File: src/rtl/arbitro_rr.sv
// Purpose : round-robin arbiter/router from four input VC FIFOs (F0..F3) to four output port FIFOs (P4..P7).
// Latency : pop strobe is combinational in cycle N; push strobe and data_out are registered, valid in cycle N+1.
// Backpressure: an input whose destination port is almost-full is skipped that cycle; other inputs are still served.
//
// Ports:
//   clk, reset                      - rising-edge clock, asynchronous active-high reset
//   data_in_F0..F3, empty_F0..F3    - first-word-fall-through heads of the input FIFOs and their empty flags
//   almost_full_P4..P7              - per-output-port almost-full flags
//   pop_F0..F3                      - combinational pop strobes (one-hot or zero)
//   push_P4..P7, data_out           - registered push strobes (one-hot or zero) and the word being pushed
//   IDLE                            - registered, high while the arbiter sits in its IDLE state
module arbitro_rr #(
    parameter int data_width = 10
) (
    input  logic                  clk,
    input  logic                  reset,
    input  logic [data_width-1:0] data_in_F0,
    input  logic [data_width-1:0] data_in_F1,
    input  logic [data_width-1:0] data_in_F2,
    input  logic [data_width-1:0] data_in_F3,
    input  logic                  empty_F0,
    input  logic                  empty_F1,
    input  logic                  empty_F2,
    input  logic                  empty_F3,
    input  logic                  almost_full_P4,
    input  logic                  almost_full_P5,
    input  logic                  almost_full_P6,
    input  logic                  almost_full_P7,
    output logic                  pop_F0,
    output logic                  pop_F1,
    output logic                  pop_F2,
    output logic                  pop_F3,
    output logic                  push_P4,
    output logic                  push_P5,
    output logic                  push_P6,
    output logic                  push_P7,
    output logic [data_width-1:0] data_out,
    output logic                  IDLE
);

    typedef enum logic [1:0] {
        ST_INIT   = 2'd0,
        ST_IDLE   = 2'd1,
        ST_ACTIVE = 2'd2
    } state_t;

    state_t                state_q;
    logic [1:0]            rr_q;
    logic [3:0]            push_q;
    logic [data_width-1:0] data_q;
    logic                  idle_q;

    logic [data_width-1:0] din [4];
    logic [3:0]            empty;
    logic [3:0]            afull;
    logic [3:0]            elig;

    assign din[0] = data_in_F0;
    assign din[1] = data_in_F1;
    assign din[2] = data_in_F2;
    assign din[3] = data_in_F3;
    assign empty  = {empty_F3, empty_F2, empty_F1, empty_F0};
    assign afull  = {almost_full_P7, almost_full_P6, almost_full_P5, almost_full_P4};

    // An input is eligible when it holds a word and that word's destination can accept it.
    for (genvar k = 0; k < 4; k++) begin : g_elig
        logic [1:0] dest;
        assign dest    = din[k][data_width-1 -: 2];
        assign elig[k] = ~empty[k] & ~afull[dest];
    end

    // Search rr, rr+1, rr+2, rr+3. Scanning offsets from high to low lets the
    // smallest offset (closest to rr) overwrite the result last and win.
    logic       any_elig;
    logic [1:0] gnt_idx;
    logic [1:0] cand;
    always_comb begin
        any_elig = 1'b0;
        gnt_idx  = rr_q;
        cand     = rr_q;
        for (int i = 3; i >= 0; i--) begin
            cand = rr_q + 2'(i);
            if (elig[cand]) begin
                any_elig = 1'b1;
                gnt_idx  = cand;
            end
        end
    end

    // No grants while reset is held or before the first post-reset clock.
    logic                  grant;
    logic [3:0]            pop_vec;
    logic [data_width-1:0] sel_word;
    logic [1:0]            sel_dest;

    assign grant    = any_elig & ~reset & (state_q != ST_INIT);
    assign pop_vec  = grant ? (4'b0001 << gnt_idx) : 4'b0000;
    assign sel_word = din[gnt_idx];
    assign sel_dest = sel_word[data_width-1 -: 2];

    assign {pop_F3, pop_F2, pop_F1, pop_F0} = pop_vec;

    always_ff @(posedge clk or posedge reset) begin
        if (reset) begin
            state_q <= ST_INIT;
            rr_q    <= 2'd0;
            push_q  <= 4'b0000;
            data_q  <= '0;
            idle_q  <= 1'b0;
        end else begin
            push_q <= 4'b0000;
            if (grant) begin
                rr_q   <= gnt_idx + 2'd1;
                push_q <= 4'b0001 << sel_dest;
                data_q <= sel_word;
            end
            case (state_q)
                ST_INIT: begin
                    state_q <= ST_IDLE;
                    idle_q  <= 1'b1;
                end
                ST_IDLE: begin
                    if (grant) begin
                        state_q <= ST_ACTIVE;
                        idle_q  <= 1'b0;
                    end
                end
                ST_ACTIVE: begin
                    // No grant now means nothing will be pushed next cycle either.
                    if ((&empty) && !grant) begin
                        state_q <= ST_IDLE;
                        idle_q  <= 1'b1;
                    end
                end
                default: begin
                    state_q <= ST_INIT;
                    idle_q  <= 1'b0;
                end
            endcase
        end
    end

    assign {push_P7, push_P6, push_P5, push_P4} = push_q;
    assign data_out = data_q;
    assign IDLE     = idle_q;

endmodule

File: config.mk
export PLATFORM = sky130hd
export DESIGN_NAME = arbitro_rr
export DESIGN_NICKNAME = d
export VERILOG_FILES = /design/src/rtl/arbitro_rr.sv
export SDC_FILE = /design/constraint.sdc
export NUM_CORES = 1
export LEC_CHECK = 0
export BUFFER_PORTS_ARGS = -buffer_cell sky130_fd_sc_hd__buf_2
export CORE_MARGIN = 1
export CORE_UTILIZATION = 50
export DETAILED_ROUTE_END_ITERATION = 16
export PLACE_DENSITY = 0.92
export RECOVER_POWER = 25
export SKIP_LAST_GASP = 1
export SLEW_MARGIN = 20
export SYNTH_ARGS = -nofsm -noshare
export SYNTH_HDL_FRONTEND = slang
export SYNTH_SLANG_ARGS = --single-unit
File: constraint.sdc
create_clock -name clk -period 6.4 [get_ports clk]
set_clock_uncertainty 0.2 [all_clocks]
set_input_delay 0.64 -clock clk [delete_from_list [all_inputs] [get_ports clk]]
set_output_delay 0.64 -clock clk [all_outputs]
set_load 0.05 [all_outputs]
==> results.sh <==
export IMPL_finalCritPeriodShare_pct=67.5
export IMPL_stdcell_count=255
export IMPL_synth_top_area_cell="dfrtp_1"
export IMPL_clkSinkCount=18
export IMPL_antenna_found_initial=0
export IMPL_synth_cell_area_um2=1430
export IMPL_ant_nets=0
export IMPL_place_ws_ns=2.12
export IMPL_ir_drop_v=0.000272
export IMPL_leakagePower_nw=0.894
export IMPL_r2r_end="push_q[0]"
export IMPL_period_needed_ns=4.32
export IMPL_cts_repair_resized=0
export IMPL_r2r_setup_slack_ns=3.58
export IMPL_syn_inst=158
export IMPL_initial_core_util_pct=52.2
export IMPL_cts_setup_buffers=0
export IMPL_seqPwrFrac_pct=24.8
export IMPL_cts_buffer_depth=2
export IMPL_p_clk_share_pct=9.1
export IMPL_syn_num_nets=210
export IMPL_p_switching_uw=422
export IMPL_p_comb_share_pct=66.1
export IMPL_yosysTopAreaCellShare_pct=31.6
export IMPL_hold_viol=0
export IMPL_place_detailed_hpwl_um=3000
export IMPL_endpoint_kind="output port"
export IMPL_layout_drive_gt1_share_pct=42.9
export IMPL_globalRoute_totalOverflow=0
export IMPL_first_iter_violations=94
export IMPL_path_class="primary input to output port"
export IMPL_routed_wl_um=3820
export IMPL_ctsHoldBuffers=0
export IMPL_required_ns=5.56
export IMPL_relSlewSlack_pct=44.1
export IMPL_synthFlopType="dfrtp_1"
export IMPL_yosys_warnings=0
export IMPL_clkLatencyLatePin_ns=0.29
export IMPL_fmax_ghz=0.231
export IMPL_via_count=1548
export IMPL_ys_seq_area_share_pct=31.6
export IMPL_synth_edff_count=0
export IMPL_drc=0
export IMPL_clkTransAtPathRegs_ns=0.11
export IMPL_cp_startpoint="data_in_F3[8]"
export IMPL_rows=19
export IMPL_place_congestion=0.976
export IMPL_cts_tree="built"
export IMPL_total_power_uw=782
export IMPL_synthArstFlopShare_pct=100
export IMPL_areaGrowthSynthToFinish_pct=27.0
export IMPL_wl_per_cell_um=15.0
export IMPL_grt_pass1_vias=1456
export IMPL_core_area_um2=2730
export IMPL_tns_ns=0
export IMPL_htreeDepth=1
export IMPL_drv_cap=0
export IMPL_rsz0062_at_grt="false"
export IMPL_grt_usage_pct=26.3
export IMPL_dp_cells=251
export IMPL_cp_max_fo=14
export IMPL_io_buffers=68
export IMPL_power_density_nw_per_um2=431
export IMPL_timing_hold_ws_ns=0.299
export IMPL_first_pass_iters=4
export IMPL_start_kind="primary input"
export IMPL_setup_slack_ns=2.08
export IMPL_cts_root_buf="clkbuf_4"
export IMPL_antennaDiodeCount=0
export IMPL_syn_avg_cell_area_um2=9.04
export IMPL_drt_vias_per_instance=6.07
export IMPL_ff2ff_path_depth=6
export IMPL_arrival_ns=3.48
export IMPL_grt_start_max_net_pins=19
export IMPL_synth_area_top_cells="dfrtp_1, mux2i_1, o21ai_0"
export IMPL_cts_buffers=3
export IMPL_ys_ff_latch=18
export IMPL_die_h_um=55.4
export IMPL_swShare_pct=53.9
export IMPL_die_area_um2=3070
export IMPL_num_fill_cells=269
export IMPL_yosysUniqueCellTypes=45
export IMPL_final_net_count=277
export IMPL_setup_viol=0
export IMPL_num_io_pins=69
export IMPL_status="completed"
export IMPL_min_path_type="primary input to asynchronous set/reset pin"
export IMPL_slew_violations=0
export IMPL_grt_pass1_wl_um=6420
export IMPL_tightest_slew_ns=0.833
export IMPL_dieWidth_um=55.4
export IMPL_p_int_uw=360
export IMPL_rr_startpoint="rr_q[1]"
[cell families (layout without fill, tap and decap cells)]
logic type,count (synthesis),in the layout,synth area share [%]
compound gates,53,53,27.4
mux,18,18,14.5
simple gates,55,55,21.1
fa+ha+maj,2,2,1.75
buf+inv,12,78,3.59
flops,18,18,31.6
[power groups by stage]
| stage | sequential, mW | combinational, mW | clock, mW |
|---|---|---|---|
| finish | 0.194 | 0.517 | 0.0712 |
| global route | 0.201 | 0.554 | 0.0797 |
| CTS | 0.194 | 0.514 | 0.0729 |
| detailed placement | 0.196 | 0.512 | 0 |
| global placement | 0.195 | 0.505 | 0 |
| floorplan | 0.327 | 0.275 | 0 |
[synthesized netlist by cell type (all sizes together), types with 2 or more instances]
master and count:
o21ai 16, a21oi 11, nor2b 2, ha 2
a211oi 2, a21boi 2, and2 3, nand4 3
dfrtp 18, mux2i 14, inv 6, nor2 18
a22oi 3, nand3 13, mux4 2, a31o 7
a22o 2, mux2 2, o22ai 3, clkbuf 3
nand2 9, and3 2, buf 3
[worst max path at each step]
stage	end	slack, ns
after floorplan	pop_F3	2.46
after global placement	pop_F1	2.20
after detailed placement	pop_F1	2.12
after CTS	pop_F1	2.11
after global routing	pop_F1	1.85
final	pop_F1	2.08
[cells in the final DEF (no fill, tap or decap), types with 2 or more instances in the layout]
cell type   n
a21oi_1    11
inv_1       5
nor2_1     15
nand4_1     3
o21ai_0    15
buf_2      67
mux2_2      2
mux2i_1    14
ha_1        2
nand2_2     2
dfrtp_1    18
mux4_2      2
clkbuf_4    3
and2_1      2
nand3_1    13
o22ai_1     3
nand2_1     7
nor2b_1     2
and3_1      2
a22o_1      2
a22oi_2     3
a31o_2      7
[stage by stage]
| stage | util, % | area [µm²] |
|---|---|---|
| after floorplan | - | 1430 |
| after global placement | 65.0 | 1780 |
| after detailed placement | 65.0 | 1780 |
| after CTS | 66.4 | 1810 |
| after global routing | 66.3 | 1810 |
| final | 66.3 | 1810 |
[sequential cells by signal (all words and copies together) (netlist names)]
name	flops
state_q	2
rr_q	2
push_q	4
data_out	10
[per-layer routing]
metal | up-vias | part of all wire (%) | global-route usage, %
li1 | 722 | - | -
met1 | 734 | 41 | 34.9
met2 | 84 | 48 | 43.4
met3 | 8 | 8.6 | 4.22
met4 | 0 | 1.5 | 9.64
met5 | - | 0 | 0
[cell type report]
class,instances,area [µm²],share of cell area (%)
multi-input combinational,128,926,51.1
inverter,6,22.5,1.24
sequential,18,450,24.8
tap,31,38.8,2.14
timing repair buffer,68,339,18.7
clock buffer,4,36.3,2.00
[critical path, cell delays in order]
cell	delay (ns)
buf_2	0.11
mux4_2	0.50
nor2_2	0.19
a21oi_1	0.08
o21ai_1	0.68
nand2_2	0.44
inv_1	0.30
ha_1	0.17
and2_1	0.10
buf_2	0.25
(Power assumes the default switching activity.)
